$ cat config.mk
export PLATFORM = sky130hd
export DESIGN_NAME = piplup_sprite_fetch_flat
export DESIGN_NICKNAME = d
export VERILOG_FILES = /design/src/rtl/piplup_sprite_fetch_pkg.sv /design/src/rtl/piplup_sprite_fetch_if.sv /design/src/rtl/piplup_sprite_fetch_anim_fsm.sv /design/src/rtl/piplup_sprite_fetch.sv /design/src/flat_wrapper.sv
export SDC_FILE = /design/constraint.sdc
export NUM_CORES = 1
export LEC_CHECK = 0
export CAP_MARGIN = 20
export CORE_MARGIN = 5
export CORE_UTILIZATION = 30
export CTS_BUF_LIST = sky130_fd_sc_hd__clkbuf_8
export CTS_CLUSTER_DIAMETER = 150
export DETAILED_ROUTE_END_ITERATION = 7
export DONT_BUFFER_PORTS = 1
export SLEW_MARGIN = 30
export SYNTH_ARGS = -nofsm -noshare
export SYNTH_HDL_FRONTEND = slang
export SYNTH_SLANG_ARGS = --single-unit
$ cat constraint.sdc
create_clock -name Clk -period 2.51 [get_ports Clk]
set_input_delay 0.3765 -clock Clk [delete_from_list [all_inputs] [get_ports Clk]]
set_output_delay 0.3765 -clock Clk [all_outputs]
set_load 0.05 [all_outputs]
$ cat src/rtl/piplup_sprite_fetch_pkg.sv
// Shared types and helpers for the Piplup sprite fetch path.
package piplup_pkg;

    typedef enum logic [1:0] {
        DIR_DOWN  = 2'd0,
        DIR_UP    = 2'd1,
        DIR_LEFT  = 2'd2,
        DIR_RIGHT = 2'd3
    } dir_t;

    typedef enum logic {
        IDLE = 1'b0,
        WALK = 1'b1
    } anim_state_t;

    localparam int SCREEN_W = 640;
    localparam int SCREEN_H = 480;

    function automatic int clog2_min1(input int n);
        return (n > 1) ? $clog2(n) : 1;
    endfunction

    // One extra bit keeps base+size from wrapping near the screen edge.
    function automatic logic in_span(input logic [9:0] coord, input logic [9:0] base,
                                     input int size);
        logic [10:0] c;
        logic [10:0] b;
        c = {1'b0, coord};
        b = {1'b0, base};
        return (c >= b) && (c < b + 11'(size));
    endfunction

endpackage

$ cat src/rtl/piplup_sprite_fetch_if.sv
// Video, game-state and sprite-ROM signals of the sprite fetch stage.
interface piplup_sprite_fetch_if #(
    parameter int ADDR_W = 14
);
    import piplup_pkg::*;

    logic [9:0]        DrawX;
    logic [9:0]        DrawY;
    logic              active;
    logic              frame_start;
    logic [9:0]        pos_x;
    logic [9:0]        pos_y;
    dir_t              dir;
    logic              moving;
    logic [ADDR_W-1:0] rom_addr;
    logic [7:0]        rom_data;
    logic [7:0]        pal_index;
    logic              pix_valid;
    logic              active_d;

    modport master (
        output DrawX, DrawY, active, frame_start, pos_x, pos_y, dir, moving, rom_data,
        input  rom_addr, pal_index, pix_valid, active_d
    );

    modport slave (
        input  DrawX, DrawY, active, frame_start, pos_x, pos_y, dir, moving, rom_data,
        output rom_addr, pal_index, pix_valid, active_d
    );

endinterface

$ cat src/rtl/piplup_sprite_fetch_anim_fsm.sv
// Walk-animation state machine; advances only on frame_start pulses.
module piplup_anim_fsm
    import piplup_pkg::*;
#(
    parameter int FRAMES      = 4,
    parameter int FRAME_TICKS = 8
) (
    input  logic                            Clk,
    input  logic                            Reset_n,
    input  logic                            i_frame_start,
    input  logic                            i_moving,
    output logic [clog2_min1(FRAMES)-1:0]   o_anim_frame
);

    localparam int TW = clog2_min1(FRAME_TICKS);
    localparam int FW = clog2_min1(FRAMES);

    anim_state_t   r_state;
    anim_state_t   w_state_nxt;
    logic [TW-1:0] r_tick;
    logic [TW-1:0] w_tick_nxt;
    logic [FW-1:0] r_frame;
    logic [FW-1:0] w_frame_nxt;

    always_ff @(posedge Clk or negedge Reset_n) begin
        if (!Reset_n) begin
            r_state <= IDLE;
            r_tick  <= '0;
            r_frame <= '0;
        end else begin
            r_state <= w_state_nxt;
            r_tick  <= w_tick_nxt;
            r_frame <= w_frame_nxt;
        end
    end

    always_comb begin
        w_state_nxt = r_state;
        if (i_frame_start) begin
            case (r_state)
                IDLE:    if (i_moving)  w_state_nxt = WALK;
                WALK:    if (!i_moving) w_state_nxt = IDLE;
                default: w_state_nxt = IDLE;
            endcase
        end
    end

    // Counters stay cleared outside WALK; FRAMES is a power of two so the increment wraps itself.
    always_comb begin
        w_tick_nxt  = r_tick;
        w_frame_nxt = r_frame;
        if (i_frame_start) begin
            if (r_state == WALK && i_moving) begin
                if (r_tick == TW'(FRAME_TICKS - 1)) begin
                    w_tick_nxt  = '0;
                    w_frame_nxt = r_frame + 1'b1;
                end else begin
                    w_tick_nxt = r_tick + 1'b1;
                end
            end else begin
                w_tick_nxt  = '0;
                w_frame_nxt = '0;
            end
        end
    end

    assign o_anim_frame = r_frame;

endmodule

$ cat src/rtl/piplup_sprite_fetch.sv
// Sprite hit test and ROM address generation, 3-clock pipeline into the palette stage.
module piplup_sprite_fetch
    import piplup_pkg::*;
#(
    parameter int         SPR_W           = 32,
    parameter int         SPR_H           = 32,
    parameter int         FRAMES          = 4,
    parameter int         FRAME_TICKS     = 8,
    parameter logic [7:0] TRANSPARENT_IDX = 8'h00,
    parameter int         ADDR_W          = 14
) (
    input  logic                 Clk,
    input  logic                 Reset_n,
    piplup_sprite_fetch_if.slave bus
);

    localparam int XW = clog2_min1(SPR_W);
    localparam int YW = clog2_min1(SPR_H);
    localparam int FW = clog2_min1(FRAMES);

    logic [9:0]        r_lpos_x;
    logic [9:0]        r_lpos_y;
    dir_t              r_ldir;
    logic [FW-1:0]     w_anim_frame;
    logic              w_hit;
    logic [XW-1:0]     w_xo;
    logic [YW-1:0]     w_yo;
    logic [ADDR_W-1:0] w_addr;
    logic              w_opaque;
    logic              r_hit_s1;
    logic              r_hit_s2;
    logic              r_active_s1;
    logic              r_active_s2;
    logic [ADDR_W-1:0] r_rom_addr;
    logic [7:0]        r_pal_index;
    logic              r_pix_valid;
    logic              r_active_d;

    piplup_anim_fsm #(
        .FRAMES      (FRAMES),
        .FRAME_TICKS (FRAME_TICKS)
    ) u_anim_fsm (
        .Clk           (Clk),
        .Reset_n       (Reset_n),
        .i_frame_start (bus.frame_start),
        .i_moving      (bus.moving),
        .o_anim_frame  (w_anim_frame)
    );

    // Position and direction only change at frame boundaries so the sprite never tears.
    always_ff @(posedge Clk or negedge Reset_n) begin
        if (!Reset_n) begin
            r_lpos_x <= '0;
            r_lpos_y <= '0;
            r_ldir   <= DIR_DOWN;
        end else if (bus.frame_start) begin
            r_lpos_x <= bus.pos_x;
            r_lpos_y <= bus.pos_y;
            r_ldir   <= bus.dir;
        end
    end

    assign w_hit  = bus.active && in_span(bus.DrawX, r_lpos_x, SPR_W)
                               && in_span(bus.DrawY, r_lpos_y, SPR_H);
    assign w_xo   = XW'(bus.DrawX - r_lpos_x);
    assign w_yo   = YW'(bus.DrawY - r_lpos_y);
    assign w_addr = ADDR_W'({r_ldir, w_anim_frame, w_yo, w_xo});

    assign w_opaque = r_hit_s2 && (bus.rom_data != TRANSPARENT_IDX);

    // Every stage is reset so an interrupted line cannot leak a stale valid pixel.
    always_ff @(posedge Clk or negedge Reset_n) begin
        if (!Reset_n) begin
            r_hit_s1    <= 1'b0;
            r_active_s1 <= 1'b0;
            r_rom_addr  <= '0;
            r_hit_s2    <= 1'b0;
            r_active_s2 <= 1'b0;
            r_pix_valid <= 1'b0;
            r_pal_index <= '0;
            r_active_d  <= 1'b0;
        end else begin
            r_hit_s1    <= w_hit;
            r_active_s1 <= bus.active;
            r_rom_addr  <= w_hit ? w_addr : '0;
            r_hit_s2    <= r_hit_s1;
            r_active_s2 <= r_active_s1;
            r_pix_valid <= w_opaque;
            r_pal_index <= w_opaque ? bus.rom_data : 8'h00;
            r_active_d  <= r_active_s2;
        end
    end

    assign bus.rom_addr  = r_rom_addr;
    assign bus.pal_index = r_pal_index;
    assign bus.pix_valid = r_pix_valid;
    assign bus.active_d  = r_active_d;

endmodule

$ cat src/flat_wrapper.sv
// flat-port wrapper written by rule: the top's interface ports become plain ports
module piplup_sprite_fetch_flat import piplup_pkg::*;
#(
    parameter int         SPR_W           = 32,
    parameter int         SPR_H           = 32,
    parameter int         FRAMES          = 4,
    parameter int         FRAME_TICKS     = 8,
    parameter logic [7:0] TRANSPARENT_IDX = 8'h00,
    parameter int         ADDR_W          = 14
)
  (Clk, Reset_n, bus_DrawX, bus_DrawY, bus_active, bus_frame_start, bus_pos_x, bus_pos_y, bus_dir, bus_moving, bus_rom_data, bus_rom_addr, bus_pal_index, bus_pix_valid, bus_active_d);
  piplup_sprite_fetch_if #(.ADDR_W(ADDR_W)) bus_i ();
  input  logic Clk;
  input  logic Reset_n;
  input wire logic [$bits(bus_i.DrawX)-1:0] bus_DrawX;
  input wire logic [$bits(bus_i.DrawY)-1:0] bus_DrawY;
  input wire logic [$bits(bus_i.active)-1:0] bus_active;
  input wire logic [$bits(bus_i.frame_start)-1:0] bus_frame_start;
  input wire logic [$bits(bus_i.pos_x)-1:0] bus_pos_x;
  input wire logic [$bits(bus_i.pos_y)-1:0] bus_pos_y;
  input wire logic [$bits(bus_i.dir)-1:0] bus_dir;
  input wire logic [$bits(bus_i.moving)-1:0] bus_moving;
  input wire logic [$bits(bus_i.rom_data)-1:0] bus_rom_data;
  output wire logic [$bits(bus_i.rom_addr)-1:0] bus_rom_addr;
  output wire logic [$bits(bus_i.pal_index)-1:0] bus_pal_index;
  output wire logic [$bits(bus_i.pix_valid)-1:0] bus_pix_valid;
  output wire logic [$bits(bus_i.active_d)-1:0] bus_active_d;
  assign bus_i.DrawX = bus_DrawX;
  assign bus_i.DrawY = bus_DrawY;
  assign bus_i.active = bus_active;
  assign bus_i.frame_start = bus_frame_start;
  assign bus_i.pos_x = bus_pos_x;
  assign bus_i.pos_y = bus_pos_y;
  assign bus_i.dir = bus_dir;
  assign bus_i.moving = bus_moving;
  assign bus_i.rom_data = bus_rom_data;
  assign bus_rom_addr = bus_i.rom_addr;
  assign bus_pal_index = bus_i.pal_index;
  assign bus_pix_valid = bus_i.pix_valid;
  assign bus_active_d = bus_i.active_d;
  piplup_sprite_fetch #(.SPR_W(SPR_W), .SPR_H(SPR_H), .FRAMES(FRAMES), .FRAME_TICKS(FRAME_TICKS), .TRANSPARENT_IDX(TRANSPARENT_IDX), .ADDR_W(ADDR_W)) u_core (.Clk(Clk), .Reset_n(Reset_n), .bus(bus_i));
endmodule
---- Word level (Yosys, flattened, before mapping) ----
Cells that the tools add are included.
operators by class
  add/sub/neg operators ................... 6
  magnitude comparators ................... 4
  eq/ne operators ......................... 2
  muxes and demuxes ....................... 7
  reductions and logical operators ........ 8
operator list
  operator                 number
  $add A10 B6 Y11 const B  2
  $lt A10 B11 Y1           2
  $ge A10 B10 Y1           2
  $mux W14                 1
  $sub A5 B5 Y5            2
  $mux W8                  1
  $reduce_bool A8 Y1       1
  $logic_and A1 B1 Y1      6
  $mux W3                  2
  $mux W2                  2
  $add A3 B1 Y3 const B    1
  $eq A3 B3 Y1 const B     1
  $add A2 B1 Y2 const B    1
  $ne A2 B1 Y1 const B     1
  $reduce_and A2 Y1        1
  $mux W1                  1
storage, ports and cells
  bits in registers ....................... 56
  input port bits ......................... 55
  word-level logic and storage cells ...... 41

---- Longest topological paths before layout ----
  word-level depth ........................ 6
  mapped depth ............................ 10
  gate-level depth less buffers ........... 9

---- Cells and area by module ----
From an unflattened synthesis, not the netlist that was laid out.
second synthesis, totals
  cell total of the unflattened synthesis .. 288
  area total of the unflattened synthesis .. 3021.6 µm²
modules (own cells, without submodules)
  module               instances  cells each  area each (µm²)  seq. area each (µm²)
  piplup_sprite_fetch  1          259         2725.1           1251.2
  piplup_anim_fsm      1          29          296.5            150.1

---- Worst setup path after synthesis ----
Ideal clock, no wire load.
  path type ............................... reg-to-reg
  start ................................... register u_core.r_lpos_y[5]
  end ..................................... register u_core.r_rom_addr[10] (netlist: u_core.bus.rom_addr[10])
  setup time .............................. 80 ps
  arrival ................................. 2209 ps
  data required time ...................... 2430 ps
  setup slack ............................. 220 ps
  cell stages (with the launch flop) ...... 10
  path buffers ............................ 1
  clock period less this slack ............ 2290 ps
  path through ............................ dfrtp_1 -> ha_1 -> xnor2_1 -> ha_1 -> a21o_2 -> a21o_1 -> a221o_1 -> a211o_4 -> buf_8 -> nor3_2
between the ends
  longest elaborated chain between the ends .. 5
  elaborated cells on any way between the ends .. 6
  classes of those cells .................. add/sub: 1; order compare: 2; mux: 1; reduce/logical: 2
RTL lines
  what                     RTL line                       source
  start, declared          piplup_sprite_fetch.sv:22      logic [9:0] r_lpos_y;
  start signal, assigned   piplup_sprite_fetch.sv:58      r_lpos_y <= bus.pos_y;
  $add A10 B6 Y11          piplup_sprite_fetch_pkg.sv:30  return (c >= b) && (c < b + 11'(size));
  $lt A10 B11 Y1           piplup_sprite_fetch_pkg.sv:30
  $logic_and A1 B1 Y1 (*)  piplup_sprite_fetch_pkg.sv:30
  $logic_and A1 B1 Y1 (*)  piplup_sprite_fetch.sv:64      && in_span(bus.DrawY, r_lpos_y, SPR_H);
  $mux W14 (*)             piplup_sprite_fetch.sv:85      r_rom_addr <= w_hit ? w_addr : '0;
  end signal, assigned     piplup_sprite_fetch.sv:85
  end, declared            piplup_sprite_fetch.sv:34      logic [ADDR_W-1:0] r_rom_addr;
Mark *: on every way between the ends. The rest lies on a longest branch, timed or not.
A chain may end at the register's enable or synchronous reset.

---- Worst setup path after layout ----
  start ................................... register u_core.r_lpos_y[6]
  end ..................................... register u_core.r_rom_addr[0] (netlist: u_core.bus.rom_addr[0])
Same word-level chain as after synthesis.

==> reports/metrics.yaml <==
run_status:
  outcome: "finished, final reports clean"
timing:
  setup_viol: 0
  skew_ps: 10.7
  relSlewSlack: 0.649
  period_needed_ps: 2470
  rsz0062_at_grt: "true"
  fin_crit_sh: 0.985
  hold_violations: 0
  fin_setup_tns_ps: 0
  max_freq_mhz: 404
  worst_pin_slew_ps: 527
  drv_slew: 0
  layout_setup_ws_ps: 37.7
min_path:
  worst_hold_path_type: "input port to register"
  worstHoldStart: "bus_active"
  holdPathEnd: "u_core.r_active_s1$_DFF_PN0_"
  holdPathStages: 0
clock_tree:
  cts_buffer_depth: 2
  h-tree-depth: 2
  clk_pin_slew_worst_paths_ps: 110
  insertion_delay_ps: 320
  cts_buffers: 5
  cts_tree: "yes"
  cts_sinks: 56
  root_buffer: "clkbuf_8"
floorplanning:
  die_w_um: 111
  core_mm2: 0.0102
  rows: 37
  die_area_mm2: 0.0124
  start_util: 0.303
  die_h_um: 111
  ios: 79
global_routing:
  grt_pass1_wl_um: 11300
  first_global_vias: 2217
  grt-ovfl-total: 0
  track_usage: 0.113
  antenna_found_initial: 0
  grt_max_degree: 57
worst_setup_path:
  cp_num_buf_inv: 0
  worstSetupPathType: "register to register"
  path_cells: "nand3_2 > xnor2_2 > ha_1 > a21o_2 > a21o_1 > a221o_1 > a211o_4 > nor4b_2"
  path_delay_family: "compound AO/OA/AOI/OAI gates"
  worstPathRequired_ps: 2740
  crit_slowest_cell: "dfrtp_1"
  r2r_start: "u_core.r_lpos_y[6]$_DFFE_PN0P_"
  worstRegToRegCells: 8
  critPathArrivalTime_ps: 2710
  cp_max_fo: 8
  cpPeakStageDelay_ps: 420
  r2r-end: "u_core.bus.rom_addr[0]$_DFF_PN0_"
  ff2ff_setup_slack_ps: 40
  start_kind: "register"
  endpoint_kind: "register"
finish:
  fin_nets: 395
  synthToLayoutAreaGrowth_pct: 10.5
  n_fill_cell: 1068
  diodes: 0
  fin_area_mm2: 0.00341
  drive_above_1_share: 0.144
  post-route-util: 0.335
route:
  vias_per_cell: 4.84
  drc_errors: 0
  post_drt_wl_per_cell_um: 16.0
  ant_nets: 0
  first_pass_iters: 4
  vias: 2135
  drt_iter0_drc: 68
  wl_um: 7050
yosys:
  synth_top_area_cell: "dfrtp_1"
  synth_top_area_frac: 0.454
  synth.area.top_cells: "dfrtp_1 45%, ha_1 14%, nand2_1 5.1%"
  synthCells: 299
  synth_area_per_cell_um2: 10.3
  async_reset_ff_frac: 1.00
  synth_warnings: 0
  synth_edf_count: 0
  synth.distinct_cells: 45
  seq_area_frac_synth: 0.454
  mappedNetlistNets: 390
  synth_ff_type: "dfrtp_1"
  ys_seq_elements: 56
  synth_area_mm2: 0.00309
power:
  p_leak_nw: 1.58
  powerDensity_mw_per_mm2: 584
  ir_drop_mv: 0.235
  power_mw: 1.99
place:
  gp_congestion: 0.824
  place_area_mm2: 0.00323
  place_ws_ps: 27.5
  port_buffers: 0
  detailed_place_hpwl_um: 5300
job:
  drv_cap: 0
through the flow:
step,hold WS (ps),std cells
floorplan,80.9,299
global placement,82.7,429
detailed placement,82.9,429
CTS,59.4,439
global route,33.1,441
finish,68.8,441
worst max path at each step:
stage	startpoint	to	slack [ps]	cells after the start
finish	u_core.r_lpos_y[6]$_DFFE_PN0P_	u_core.bus.rom_addr[0]$_DFF_PN0_	40	8
global route	u_core.r_lpos_y[6]$_DFFE_PN0P_	u_core.bus.rom_addr[5]$_DFF_PN0_	-80	8
CTS	u_core.r_lpos_y[5]$_DFFE_PN0P_	u_core.bus.rom_addr[5]$_DFF_PN0_	30	8
detailed placement	u_core.r_lpos_y[5]$_DFFE_PN0P_	u_core.bus.rom_addr[5]$_DFF_PN0_	30	8
global placement	u_core.r_lpos_y[5]$_DFFE_PN0P_	u_core.bus.rom_addr[5]$_DFF_PN0_	110	8
floorplan	u_core.r_lpos_y[5]$_DFFE_PN0P_	u_core.bus.rom_addr[10]$_DFF_PN0_	220	9
where the power goes:
part / total [mW] / internal, mW / leakage, nW / switching, mW
Combinational: 0.437 / 0.186 / 0.802 / 0.250
Sequential: 1.03 / 0.952 / 0.728 / 0.0729
Clock: 0.532 / 0.205 / 0.0452 / 0.328
state kept, by name (all words and copies together) (netlist names):
signal,flops
u_core.r_hit_s2,1
u_core.bus.pix_valid,1
u_core.r_active_s1,1
u_core.r_active_s2,1
u_core.u_anim_fsm.r_state,1
u_core.bus.active_d,1
u_core.u_anim_fsm.o_anim_frame,2
u_core.bus.pal_index,8
u_core.r_lpos_x,10
u_core.r_ldir,2
u_core.u_anim_fsm.r_tick,3
u_core.r_hit_s1,1
u_core.bus.rom_addr,14
u_core.r_lpos_y,10
layout by cell type, fill, tap and decap left out, types with 3 or more instances in the layout:
master    count
dfrtp_1      55
nand2_1      42
ha_1         33
inv_1        25
o21ai_0      25
a21oi_1      16
nor3_2       10
and2_1        9
xnor2_1       7
mux2_2        5
clkbuf_8      5
nand3_1       4
nor2_1        4
a21o_1        4
nand4_1       3
o31ai_1       3
a211oi_1      3
xor2_1        3
buf_4         3
cell type report:
cell class              count  area [um^2]  area share
clock buffers               5         68.8      0.0202
clock inverters             3         25.0     0.00733
inverters                  27          101      0.0297
multi-input cells         209         1580       0.464
flip-flops and latches     56         1400       0.411
well taps                 136          170      0.0499
repair buffers              5         60.1      0.0176
kinds of logic (layout without fill, tap and decap cells):
family | count (synthesis) | count (layout) | share of synthesized area
XOR/XNOR | 11 | 11 | 0.0312
buffers and inverters | 35 | 40 | 0.0466
AO/OA/AOI/OAI | 66 | 67 | 0.133
AND/OR/NAND/NOR | 90 | 90 | 0.167
flip-flops | 56 | 56 | 0.454
adder cells (fa/ha/maj) | 36 | 36 | 0.151
multiplexers | 5 | 5 | 0.0182
worst register-to-register path: cells and delay by family (launching register included):
family	cells	cell delay (ps)
compound gates	4	1120
flops	1	420
xor+xnor	1	150
simple gates	2	380
fa+ha+maj	1	310
Yosys cell counts, types with 2 or more instances:
master	instances
nor3_2	10
xor2_1	3
a21o_2	2
nand4_1	3
and4_2	2
and2_1	9
nor4b_2	2
nand2_1	42
fa_1	2
inv_1	25
o2bb2ai_1	2
a21o_1	4
dfrtp_1	56
ha_1	34
mux2_2	5
nor2_1	4
a21boi_0	2
o21ai_0	26
clkbuf_1	6
nand3_1	5
a211oi_1	3
nand4b_1	2
a21oi_1	17
nor3_1	2
o31ai_1	3
nor4_1	2
xnor2_1	8
what timing repair did:
| item | in CTS | in global routing |
|---|---|---|
| endpoints found under the setup margin | 0 | 7 |
| gates resized for setup | 0 | 6 |
| hold buffers | 2 | 0 |
| buffers inserted | 0 | 1 |
| endpoints found under the hold margin | 56 | 0 |
routing by layer:
metal | vias up | wire (um) | track usage
met2 | 58 | 3440 | 0.188
met3 | 9 | 576 | 0.0489
li1 | 1045 | - | -
met1 | 1023 | 2960 | 0.135
met4 | 0 | 77 | 0.0276
met5 | - | 0 | 0
No activity file was read; power rests on OpenSTA's default activity.
